## src/rtl/radix2_div_pkg.sv

```systemverilog
// Shared encodings for the radix-2 divider: FSM states, request/result
// handshake levels and the iteration count.
package radix2_div_pkg;

    typedef enum logic [1:0] {
        DIV_FREE    = 2'b00,
        DIV_BY_ZERO = 2'b01,
        DIV_ON      = 2'b10,
        DIV_END     = 2'b11
    } div_state_e;

    localparam logic DIV_START            = 1'b1;
    localparam logic DIV_STOP             = 1'b0;
    localparam logic DIV_RESULT_READY     = 1'b1;
    localparam logic DIV_RESULT_NOT_READY = 1'b0;

    // One quotient bit per DivOn cycle; the counter reaching this value
    // marks the finishing (sign-apply) cycle.
    localparam logic [5:0] DIV_ITERS = 6'd32;

    // Two's-complement magnitude of a 32-bit value when neg is set.
    // 0x80000000 maps onto itself, which is the correct unsigned magnitude.
    function automatic logic [31:0] magnitude(input logic neg, input logic [31:0] v);
        return neg ? (~v + 32'd1) : v;
    endfunction

endpackage

```

## src/rtl/radix2_div.sv

```systemverilog
// Multi-cycle 32-bit restoring divider (signed DIV / unsigned DIVU).
// Produces {remainder, quotient} 34 edges after the start edge, or 2 edges
// for a zero divisor.
//
// Handshake: start_i is a level request held by the initiator until it sees
// ready_o. ready_o stays high (result_o stable) while start_i stays high;
// once start_i drops, ready_o and result_o return to 0 on the next edge.
// annul_i aborts a running operation (DivOn/DivByZero) without ready_o.
import radix2_div_pkg::*;

module radix2_div (
    input  logic        clk,
    input  logic        rst,
    input  logic        signed_div_i,
    input  logic [31:0] opdata1_i,
    input  logic [31:0] opdata2_i,
    input  logic        start_i,
    input  logic        annul_i,
    output logic [63:0] result_o,
    output logic        ready_o,
    output div_state_e  dbg_state_o
);

    div_state_e  state_q, state_d;
    logic [5:0]  cnt_q, cnt_d;
    logic [31:0] dvd_q, dvd_d;      // dividend magnitude, shifts out MSB-first; quotient shifts in
    logic [31:0] rem_q, rem_d;      // partial remainder
    logic [31:0] div_q, div_d;      // divisor magnitude
    logic        quot_neg_q, quot_neg_d;
    logic        rem_neg_q, rem_neg_d;
    logic [63:0] result_q, result_d;
    logic        ready_q, ready_d;

    logic [32:0] step;
    logic        op1_neg;
    logic        op2_neg;

    // One restoring step. The partial remainder is below the divisor, so
    // {rem, bit} - divisor lies in (-2^32, 2^32) and a 33-bit difference
    // carries the correct sign. Returns {quotient_bit, next_remainder}.
    function automatic logic [32:0] trial_step(input logic [31:0] rem,
                                               input logic        bit_in,
                                               input logic [31:0] divisor);
        logic [32:0] diff;
        logic        ge;
        diff = {rem, bit_in} - {1'b0, divisor};
        ge   = ~diff[32];
        return {ge, ge ? diff[31:0] : {rem[30:0], bit_in}};
    endfunction

    assign op1_neg = signed_div_i & opdata1_i[31];
    assign op2_neg = signed_div_i & opdata2_i[31];
    assign step    = trial_step(rem_q, dvd_q[31], div_q);

    // Next-state, datapath and registered-output computation.
    always_comb begin
        state_d    = state_q;
        cnt_d      = cnt_q;
        dvd_d      = dvd_q;
        rem_d      = rem_q;
        div_d      = div_q;
        quot_neg_d = quot_neg_q;
        rem_neg_d  = rem_neg_q;
        result_d   = result_q;
        ready_d    = ready_q;

        case (state_q)
            DIV_FREE: begin
                ready_d  = DIV_RESULT_NOT_READY;
                result_d = 64'h0;
                if (start_i == DIV_START && !annul_i) begin
                    quot_neg_d = op1_neg ^ op2_neg;
                    rem_neg_d  = op1_neg;
                    dvd_d      = magnitude(op1_neg, opdata1_i);
                    div_d      = magnitude(op2_neg, opdata2_i);
                    rem_d      = 32'h0;
                    cnt_d      = 6'd0;
                    state_d    = (opdata2_i == 32'h0) ? DIV_BY_ZERO : DIV_ON;
                end
            end
            DIV_BY_ZERO: begin
                if (annul_i) begin
                    state_d = DIV_FREE;
                end else begin
                    state_d  = DIV_END;
                    result_d = 64'h0;
                    ready_d  = DIV_RESULT_READY;
                end
            end
            DIV_ON: begin
                if (annul_i) begin
                    state_d = DIV_FREE;
                    cnt_d   = 6'd0;
                end else if (cnt_q == DIV_ITERS) begin
                    result_d = {magnitude(rem_neg_q, rem_q), magnitude(quot_neg_q, dvd_q)};
                    ready_d  = DIV_RESULT_READY;
                    cnt_d    = 6'd0;
                    state_d  = DIV_END;
                end else begin
                    rem_d = step[31:0];
                    dvd_d = {dvd_q[30:0], step[32]};
                    cnt_d = cnt_q + 6'd1;
                end
            end
            DIV_END: begin
                if (start_i == DIV_STOP) begin
                    state_d  = DIV_FREE;
                    ready_d  = DIV_RESULT_NOT_READY;
                    result_d = 64'h0;
                end
            end
            default: state_d = DIV_FREE;
        endcase
    end

    // State and datapath registers with synchronous reset.
    always_ff @(posedge clk) begin
        if (rst) begin
            state_q    <= DIV_FREE;
            cnt_q      <= 6'd0;
            dvd_q      <= 32'h0;
            rem_q      <= 32'h0;
            div_q      <= 32'h0;
            quot_neg_q <= 1'b0;
            rem_neg_q  <= 1'b0;
            result_q   <= 64'h0;
            ready_q    <= DIV_RESULT_NOT_READY;
        end else begin
            state_q    <= state_d;
            cnt_q      <= cnt_d;
            dvd_q      <= dvd_d;
            rem_q      <= rem_d;
            div_q      <= div_d;
            quot_neg_q <= quot_neg_d;
            rem_neg_q  <= rem_neg_d;
            result_q   <= result_d;
            ready_q    <= ready_d;
        end
    end

    assign result_o    = result_q;
    assign ready_o     = ready_q;
    assign dbg_state_o = state_q;

endmodule

```

## config.mk

```make
export PLATFORM = sky130hd
export DESIGN_NAME = radix2_div
export DESIGN_NICKNAME = d
export VERILOG_FILES = /design/src/rtl/radix2_div_pkg.sv /design/src/rtl/radix2_div.sv
export SDC_FILE = /design/constraint.sdc
export NUM_CORES = 1
export LEC_CHECK = 0
export CORE_MARGIN = 2
export CORE_UTILIZATION = 45
export CTS_BUF_LIST = sky130_fd_sc_hd__clkbuf_16
export DETAILED_ROUTE_END_ITERATION = 12
export PLACE_DENSITY = 0.67
export SETUP_SLACK_MARGIN = 0.15
export SLEW_MARGIN = 5
export SYNTH_ARGS = -nofsm -noshare
export SYNTH_HDL_FRONTEND = slang
export SYNTH_SLANG_ARGS = --single-unit
```

## constraint.sdc

```tcl
create_clock -name clk -period 7.15 [get_ports clk]
set_clock_uncertainty 0.1 [all_clocks]
set_input_delay 1.43 -clock clk [delete_from_list [all_inputs] [get_ports clk]]
set_output_delay 1.43 -clock clk [all_outputs]
set_load 0.02 [all_outputs]
```

==> impl_metrics.tcl, run 1 <==
set metrics [dict create \
    finalHoldViolations 0 \
    place.detailed.hpwl_um 23400 \
    max_slew_margin 0.217 \
    worst_setup_hold_path_clk_slew_ns 0.07 \
    synth_async_sr_flop_share 0 \
    critPathMaxFanout 62 \
    cts_buffers 17 \
    cp-start-kind "input port" \
    drt-pass1-iter-count 5 \
    synth_compound_area_frac 0.244 \
    cts_max_level 4 \
    setup_violations 0 \
    critPathCaptureType "flip-flop" \
    finalPower_mw 3.76 \
    critical_path_arrival_ns 4.53 \
    worstSetupPathType "in2reg" \
    post-cts-setup-buffer-count 0 \
    maxCapViolCount 0 \
    final_max_slew_viol_count 0 \
    first_global_vias 9690 \
    r2r_setup_slack_ns 3.14 \
    die_area_mm2 0.0258 \
    critical_path.slowest_cell "and2_2" \
    critPathTopFamily "simple AND/OR/NAND/NOR gates" \
    yosys.area_share.xor_xnor 0.116 \
    drt_wl_total_um 30900 \
    cts_tree "done" \
    run_status "finished clean" \
    min-delay-path-class "reg2reg" \
    final_layout_size_suffix_gt1_frac 0.0433 \
    final_period_minus_worst_setup_slack_ns 4.31 \
    cts_hold_repair.buffers 0 \
    worst_endpoint_required_time_ns 7.37 \
    drtAntennaViolNets 0 \
    synth.avg_cell_area_um2 7.60 \
    netlist_instances 1453 \
    clock_tree.buffer_depth 2 \
    fin_tns_setup_ns 0 \
    clock_sink_count 171 \
    leakage_nw 4.95 \
    grt_start_max_net_pins 81 \
    cts_repair_resize_count 0 \
    drt-vias-per-instance 5.69 \
    critPathMostFrequentCell "nor2_2" \
    crit-reg2reg-capture "rem_q[23]$_SDFFE_PP0P_" \
    io_buffers 135 \
    holdCritStartpoint "result_o[60]$_SDFFE_PP0P_" \
    grt_antenna_before_repair 0 \
    synth_top_cell_area_share 0.310 \
    post-route-period-util 0.603 \
    vdd.ir_drop.worst_mv 0.219 \
    dr_total_vias 10700 \
    areaGrowthSynthToFinish_pct 19.8 \
    post-route-drc-count 0 \
    synth_mux_area_frac 0.0220 \
    rsz0062_at_grt "false" \
    grt_pass1_wl_um 50200 \
    simple_logic_cell_fraction_of_the_synthesized_area 0.212 \
    die_wd_um 161 \
    clkLatencyLatePin_ns 0.43 \
    synth_enable_flop_cells 0 \
    die_height_um 161 \
    grt_overflow 0 \
    cts_root_buffer "clkbuf_16" \
    initial_util 0.457 \
    crit_start "annul_i" \
    powerDensity_mw_per_mm2 285 \
    synth_top_family_by_area "compound AO/OA/AOI/OAI gates" \
    adder_cell_fraction_of_synth_area 0.0494 \
    core_area_mm2 0.0242 \
    netlist-cell-type-count 65 \
    synth_seq_area_share 0.310 \
    top_cells_by_instance_count_after_synthesis "nand2_1, dfxtp_1, nor2_1, a21oi_1, o21ai_0" \
    core.rowCount 57 \
    synth.top_cells.by_area "dfxtp_1, nand2_1, xnor2_1" \
    worst-path-buf-inv 2 \
    mapped_nets 1565 \
    synth_area_leader_cell "dfxtp_1" \
    critPathMaxStageDelay_ns 0.84 \
    synth_warnings 0 \
    netlist_area_mm2 0.0110 \
    num-nets-final 1648 \
    timing_worst_slew_pin_value_ns 1.17 \
    critical_path.cell_chain "clkdlybuf4s50_1, nor2b_1, and2_2, a21oi_1, nor2_2, nor2_2, buf_4, a211o_1" \
    cell_count_of_the_worst_reg_to_reg_path 10 \
    post-synth-top-count-cell "nand2_1" \
    gp_congestion 0.923 \
    design.portCount 136 \
    timing.rr.start "rem_q[20]$_SDFFE_PP0P_" \
    drt_initial_violations 814 \
    timing.fmax_mhz 232 \
    gr-usage-all-layers 0.238 \
    crit_end "rem_q[26]$_SDFFE_PP0P_" \
    synth.ff_latch_count 171 \
    cp.depth 8 \
    flip_flop_cell_with_the_highest_count_after_synthesis "dfxtp_1" \
    routedWlPerCell_um 16.5 \
]
-- power breakdown --
part           leakage [nW]  switching (mW)  internal (mW)
logic                  3.27           0.983          0.569
registers              1.39           0.153           1.07
clock network         0.300           0.428          0.563
total                  4.95            1.56           2.20
-- cell usage in the layout, fill, tap and decap left out, types with 15 or more instances in the layout --
cell type	netlist	layout
a211oi_1	34	34
a21oi_1	120	120
a22oi_1	27	27
clkbuf_16	0	17
clkdlybuf4s50_1	0	134
dfxtp_1	171	171
ha_1	42	41
inv_1	53	53
mux2i_1	22	22
nand2_1	207	207
nand3_1	41	41
nor2_1	139	136
nor3_1	21	21
nor4_1	16	16
o211ai_1	17	17
o21ai_0	106	104
o31ai_1	20	20
o41ai_1	15	15
xnor2_1	86	86
xor2_1	60	60
-- cells by family after synthesis --
| family | Yosys count |
|---|---|
| multiplexers | 24 |
| XOR/XNOR | 146 |
| flip-flops | 171 |
| AO/OA/AOI/OAI | 420 |
| AND/OR/NAND/NOR | 513 |
| adder cells (fa/ha/maj) | 43 |
| buffers and inverters | 136 |
-- routing by layer --
layer	up-vias	global-route usage	share of wire
met5	-	0	0
met4	0	0.0508	0.0092
met2	341	0.338	0.40
li1	5369	-	-
met3	20	0.0284	0.061
met1	4931	0.379	0.53
-- registers in the layout, summed over array words and instances, names as in the netlist --
register and count:
quot_neg_q 1, result_o 64, rem_neg_q 1, dbg_state_o 2
rem_q 32, dvd_q 32, div_q 32, cnt_q 6
ready_o 1
-- final cells by class --
| class | count | area (µm²) |
|---|---|---|
| antenna | 1 | 2.50 |
| clock buffer | 17 | 425 |
| clock inverter | 15 | 205 |
| fill | 2295 | 11000 |
| inverter | 54 | 203 |
| multi-input combinational | 1146 | 7120 |
| sequential | 171 | 3420 |
| tap | 324 | 405 |
| timing repair buffer | 146 | 1430 |
-- worst min-delay path: stages (launching register included) --
cell and delay (ns):
dfxtp_1 0.31, nand2_1 0.05, a21oi_1 0.05
-- metrics by stage --
stage | area [µm²] | std cells | setup WS [ns] | hold WS [ns] | utilization
2_1_floorplan | 11000 | 1453 | 3.54 | 0.332 | -
3_3_place_gp | 12600 | 1841 | 2.49 | 0.340 | 0.521
3_5_place_dp | 12600 | 1841 | 2.42 | 0.346 | 0.521
4_1_cts | 13200 | 1873 | 2.88 | 0.355 | 0.547
5_1_grt | 13200 | 1873 | 2.56 | 0.368 | 0.547
6_report | 13200 | 1874 | 2.84 | 0.348 | 0.547
-- worst min path at each step --
stage / slack [ns] / end / cells past startpoint
3_3_place_gp: 0.34 / result_o[6]$_SDFFE_PP0P_ / 2
3_5_place_dp: 0.35 / result_o[37]$_SDFFE_PP0P_ / 2
4_1_cts: 0.35 / result_o[60]$_SDFFE_PP0P_ / 2
5_1_grt: 0.37 / result_o[8]$_SDFFE_PP0P_ / 2
6_report: 0.35 / result_o[60]$_SDFFE_PP0P_ / 2
2_1_floorplan: 0.33 / div_q[20]$_SDFFE_PP0P_ / 2
Note: power is estimated with default switching activity, not from simulation.
==> run 2: changes to the inputs <==
==> constraint.sdc (replaced) <==
create_clock -name clk -period 4.3 [get_ports clk]
set_clock_uncertainty 0.1 [all_clocks]
set_input_delay 0.86 -clock clk [delete_from_list [all_inputs] [get_ports clk]]
set_output_delay 0.86 -clock clk [all_outputs]
set_load 0.02 [all_outputs]
==> run 2 against run 1 <==
- combinational power increased by 68%
- critical path depth is 2 higher
- cell count increased by 0.64%
- non-clock buffer count up 13
- sequential power up 66%
- routed wire length about the same
- global-route usage down 0.29 points
- total power grew 65%
- final area up 0.56%
- die area unchanged
==> impl_metrics.tcl, run 2 (synthesis gave the netlist of run 1 again) <==
set metrics [dict create \
    run_status "finished clean" \
    max_slew_margin 0.211 \
    cts_max_level 4 \
    powerDensity_mw_per_mm2 468 \
    crit-reg2reg-capture "rem_q[31]$_SDFFE_PP0P_" \
    rsz0062_at_grt "false" \
    leakage_nw 5.01 \
    drt_wl_total_um 30900 \
    p_sw_mw 2.60 \
    core.rowCount 57 \
    clock_tree.buffer_depth 2 \
    final_common_cell "nand2_1" \
    p_int_mw 3.62 \
    min-delay-path-class "reg2reg" \
    crit_end "rem_q[31]$_SDFFE_PP0P_" \
    post-place-cells 1854 \
    post-route-period-util 0.819 \
    critical_path_arrival_ns 3.80 \
    clkLatencyLatePin_ns 0.44 \
    cell_count_of_the_worst_reg_to_reg_path 10 \
    cts_repair_resize_count 0 \
    design.portCount 136 \
    critPathTopFamily "compound AO/OA/AOI/OAI gates" \
    cts_root_buffer "clkbuf_16" \
    r2r_setup_slack_ns 0.78 \
    die_area_mm2 0.0258 \
    final_core_util 0.550 \
    vdd.ir_drop.worst_mv 0.615 \
    power_frac_clock 0.256 \
    gr-usage-all-layers 0.235 \
    worst-path-buf-inv 1 \
    critical_path.slowest_cell "a2111oi_0" \
    antenna_cells_inserted 0 \
    place.detailed.hpwl_um 23600 \
    final_max_slew_viol_count 0 \
    routedWlPerCell_um 16.4 \
    cts_buffers 17 \
    post-cts-setup-buffer-count 0 \
    proportion_of_total_power_due_to_net_switching 0.418 \
    initial_util 0.457 \
    crit_start "rem_q[20]$_SDFFE_PP0P_" \
    largest_reg_flops 64 \
    maxCapViolCount 0 \
    worst_setup_hold_path_clk_slew_ns 0.07 \
    die_wd_um 161 \
    areaGrowthSynthToFinish_pct 20.4 \
    timing.fmax_mhz 284 \
    share_comb_of_total_power 0.420 \
    final_period_minus_worst_setup_slack_ns 3.52 \
    finalHoldViolations 0 \
    dr_total_vias 10600 \
    drt_initial_violations 829 \
    drt-pass1-iter-count 5 \
    core_area_mm2 0.0242 \
    critical_path.cell_chain "ha_1, a211oi_1, o21ai_0, a2111oi_0, nor2_1, o311a_1, nand2_1, buf_4, mux2_2, nand3_1" \
    clock_sink_count 171 \
    grt_start_max_net_pins 63 \
    timing.rr.start "rem_q[20]$_SDFFE_PP0P_" \
    grt_pass1_wl_um 49700 \
    post-route-drc-count 0 \
    worst_endpoint_required_time_ns 4.58 \
    critPathMaxStageDelay_ns 0.64 \
    layoutNonFillerInstCount 1886 \
    grt_antenna_before_repair 0 \
    worstSetupPathType "reg2reg" \
    die_height_um 161 \
    io_buffers 135 \
    cts_hold_repair.buffers 0 \
    p_seq_frac 0.324 \
    cp.depth 10 \
    timing.hold.worst_path_depth 2 \
    grt_overflow 0 \
    final_layout_size_suffix_gt1_frac 0.0519 \
    first_global_vias 9630 \
    drt-vias-per-instance 5.64 \
    critPathCaptureType "flip-flop" \
    gp_congestion 0.925 \
    num-nets-final 1661 \
    timing_worst_slew_pin_value_ns 1.18 \
    filler_cell_count 2349 \
    cp-start-kind "flip-flop" \
    setup_violations 0 \
    fin_tns_setup_ns 0 \
    critPathMaxFanout 21 \
    finalPower_mw 6.21 \
    cts_tree "done" \
    drtAntennaViolNets 0 \
    most-common-layout-cells "nand2_1, dfxtp_1, nor2_1" \
]
-- run 2: final cells by class --
cell class                      instances  area [µm²]  area share
Clock buffer                           17         425      0.0320
Clock inverter                         15         179      0.0135
Inverter                               54         203      0.0152
Multi-Input combinational cell       1146        7130       0.536
Sequential cell                       171        3420       0.258
Tap cell                              324         405      0.0305
Timing Repair Buffer                  159        1530       0.115
-- run 2: power by group through the flow --
| stage | clock network [mW] | registers [mW] | logic, mW |
|---|---|---|---|
| after floorplan | 0 | 1.99 | 1.86 |
| after global placement | 0 | 2.03 | 2.55 |
| after detailed placement | 0 | 2.04 | 2.58 |
| after CTS | 1.61 | 2.01 | 2.59 |
| after global routing | 1.69 | 2.04 | 2.88 |
| final | 1.59 | 2.02 | 2.61 |
-- run 2: how the worst min path moves through the flow --
stage / from / end / slack [ns]
6_report: result_o[2]$_SDFFE_PP0P_ / result_o[2]$_SDFFE_PP0P_ / 0.35
2_1_floorplan: div_q[20]$_SDFFE_PP0P_ / div_q[20]$_SDFFE_PP0P_ / 0.33
4_1_cts: result_o[2]$_SDFFE_PP0P_ / result_o[2]$_SDFFE_PP0P_ / 0.36
3_3_place_gp: result_o[32]$_SDFFE_PP0P_ / result_o[32]$_SDFFE_PP0P_ / 0.34
5_1_grt: result_o[2]$_SDFFE_PP0P_ / result_o[2]$_SDFFE_PP0P_ / 0.37
3_5_place_dp: result_o[33]$_SDFFE_PP0P_ / result_o[33]$_SDFFE_PP0P_ / 0.35
-- run 2: layer usage --
| metal | global-route usage | share of wire |
|---|---|---|
| met4 | 0.0520 | 0.0092 |
| met2 | 0.345 | 0.41 |
| met5 | 0 | 0 |
| met1 | 0.357 | 0.51 |
| met3 | 0.0411 | 0.065 |
-- run 2: per-stage QoR --
stage	instance area (µm²)	setup WS (ns)	hold slack [ns]
6_report	13300	0.777	0.350
5_1_grt	13300	0.394	0.371
4_1_cts	13300	0.821	0.356
3_5_place_dp	12700	0.479	0.347
3_3_place_gp	12700	0.573	0.340
2_1_floorplan	11000	1.21	0.332
-- run 2: worst min-delay path: cells and delay by family, from the launching register on --
kind | cells | cell delay (ns)
flops | 1 | 0.31
compound gates | 1 | 0.05
simple gates | 1 | 0.05
==> run 3: changes to the inputs <==
--- a/config.mk
+++ b/config.mk
@@ -9,7 +9,7 @@
 export CORE_UTILIZATION = 45
 export CTS_BUF_LIST = sky130_fd_sc_hd__clkbuf_16
 export DETAILED_ROUTE_END_ITERATION = 12
-export PLACE_DENSITY = 0.67
+export PLACE_DENSITY = 0.69
 export SETUP_SLACK_MARGIN = 0.15
 export SLEW_MARGIN = 5
 export SYNTH_ARGS = -nofsm -noshare
==> constraint.sdc (replaced) <==
create_clock -name clk -period 2.94 [get_ports clk]
set_clock_uncertainty 0.1 [all_clocks]
set_input_delay 0.588 -clock clk [delete_from_list [all_inputs] [get_ports clk]]
set_output_delay 0.588 -clock clk [all_outputs]
set_load 0.02 [all_outputs]
==> run 3 against run 2 <==
- total power increased by 62%
- routed wire length increased by 11%
- non-clock buffer count increased by 183
- core utilization increased by 8.9 points
- the flow now finishes with violations (setup timing)
- critical endpoint is now rem_q[22]$_SDFFE_PP0P_
- critical path type unchanged
- setup slack got worse by 0.78 ns
- critical path depth increased by 4
- cell count increased by 9.7%
==> impl_metrics.tcl, run 3 (synthesis gave the netlist of run 1 again) <==
set metrics [dict create \
    run_status "finished, violations left" \
    violations "setup timing" \
    grt_start_max_net_pins 62 \
    drt_wl_total_um 34300 \
    die_area_mm2 0.0258 \
    cts_root_buffer "clkbuf_16" \
    grt_pass1_wl_um 55700 \
    critPathMostFrequentCell "buf_4" \
    cts_buffers 17 \
    vdd.ir_drop.worst_mv 0.449 \
    worstSetupPathType "reg2reg" \
    gp_congestion 0.942 \
    drt-vias-per-instance 5.57 \
    critPathCaptureType "flip-flop" \
    cp-start-kind "flip-flop" \
    cts_hold_repair.buffers 0 \
    routedWlPerCell_um 16.6 \
    grt_antenna_before_repair 1 \
    leakage_nw 6.02 \
    dp_worst_setup_slack_ns -0.212 \
    first_global_vias 10700 \
    design.portCount 136 \
    num-nets-final 1844 \
    timing_worst_slew_pin_value_ns 0.909 \
    clkLatencyLatePin_ns 0.43 \
    min-delay-path-class "reg2reg" \
    drt_initial_violations 983 \
    core.rowCount 57 \
    io_buffers 135 \
    largest_reg_flops 64 \
    areaGrowthSynthToFinish_pct 39.9 \
    cts_max_level 4 \
    critPathMaxFanout 8 \
    final_max_slew_viol_count 0 \
    worst_setup_hold_path_clk_slew_ns 0.07 \
    setup_ws_ns -0.00625 \
    critical_path.cell_chain "inv_2, ha_4, buf_6, nand4_1, nor3_2, nand2_1, o211ai_1, a41oi_2, buf_4, nand2_8, buf_4, buf_16, a2bb2oi_2, o21ai_1" \
    max_slew_margin 0.393 \
    post-route-period-util 1.00 \
    die_wd_um 161 \
    drtAntennaViolNets 0 \
    worst_endpoint_required_time_ns 3.16 \
    finalPower_mw 10.1 \
    post-route-drc-count 0 \
    holdCritStartpoint "result_o[60]$_SDFFE_PP0P_" \
    place.detailed.hpwl_um 25800 \
    setup_violations 5 \
    final_layout_size_suffix_gt1_frac 0.209 \
    powerDensity_mw_per_mm2 653 \
    critPathMaxStageDelay_ns 0.42 \
    crit_start "div_q[23]$_SDFFE_PP0P_" \
    fin_tns_setup_ns -0.0146 \
    final_common_cell "nand2_1" \
    dr_total_vias 11500 \
    timing.rr.start "div_q[23]$_SDFFE_PP0P_" \
    timing.fmax_mhz 339 \
    finalHoldViolations 0 \
    cts_tree "done" \
    initial_util 0.457 \
    core_area_mm2 0.0242 \
    drt-pass1-iter-count 5 \
    die_height_um 161 \
    gr-usage-all-layers 0.264 \
    rsz0062_at_grt "true" \
    filler_cell_count 2063 \
    critical_path_arrival_ns 3.16 \
    critical_path.slowest_cell "o211ai_1" \
    clock_tree.buffer_depth 2 \
    clock_sink_count 171 \
    final_period_minus_worst_setup_slack_ns 2.95 \
    maxCapViolCount 0 \
    grt_overflow 0 \
    most-common-layout-cells "nand2_1, buf_4, dfxtp_1" \
]
-- run 3: changes by cell type in the layout (fill, tap and decap cells not counted), sizes merged --
| cell | before | now |
|---|---|---|
| buf | 25 | 208 |
| inv | 62 | 59 |
| clkinvlp | 2 | 4 |
| bufinv | 2 | 1 |
| clkinv | 3 | 4 |
| diode | 0 | 1 |
-- run 3: through the flow --
| stage | std cells | hold WS [ns] | util | area, µm² |
|---|---|---|---|---|
| after global placement | 2005 | 0.341 | 0.573 | 13900 |
| after global routing | 2069 | 0.379 | 0.639 | 15400 |
| after floorplan | 1453 | 0.332 | - | 11100 |
| after CTS | 2060 | 0.355 | 0.626 | 15100 |
| after detailed placement | 2005 | 0.346 | 0.573 | 13900 |
| final | 2069 | 0.353 | 0.639 | 15400 |
-- run 3: final cells by class --
cell class                      count  area (µm²)  share of cell area
Antenna cell                        1        2.50            0.000162
Clock buffer                       17         425              0.0275
Clock inverter                     14         138             0.00891
Inverter                           54         203              0.0131
Multi-Input combinational cell   1146        7810               0.506
Sequential cell                   171        3440               0.223
Tap cell                          324         405              0.0262
Timing Repair Buffer              342        3010               0.195
-- run 3: path summary, 6_finish.rpt --
check	slack (ns)	endpoint	depth (start not counted)
max	-0.006	rem_q[22]$_SDFFE_PP0P_	14
min reg2reg	0.35	result_o[60]$_SDFFE_PP0P_	2
min	0.35	result_o[60]$_SDFFE_PP0P_	2
max reg2reg	-0.006	rem_q[22]$_SDFFE_PP0P_	14
-- run 3: routing by layer --
metal  global-route usage  wire [µm]  up-vias
met5                    0          0        -
li1                     -          -     5740
met2                0.396      14900      349
met1                0.398      17000     5403
met3               0.0356       1900       34
met4               0.0659        501        0
-- run 3: worst max-delay path, delay by kind of cell, from the launching register on --
kind | cells | cell delay, ns
AOI/OAI and AO/OA | 4 | 0.85
DFF | 1 | 0.34
and+or+nand+nor | 4 | 0.66
buffers and inverters | 5 | 0.61
adders and majority gates | 1 | 0.26
-- run 3: where the power goes --
part           switching [mW]  internal (mW)  total, mW
Clock                    1.02           1.18       2.20
Sequential              0.342           2.60       2.94
Combinational            2.82           2.12       4.94
-- run 3: timing repair --
item                       in CTS  in global routing
resized for setup              87                 64
pin swaps                      17                 27
setup endpoints to repair      49                 55
cloned                          2                  0
setup buffers                  22                  8
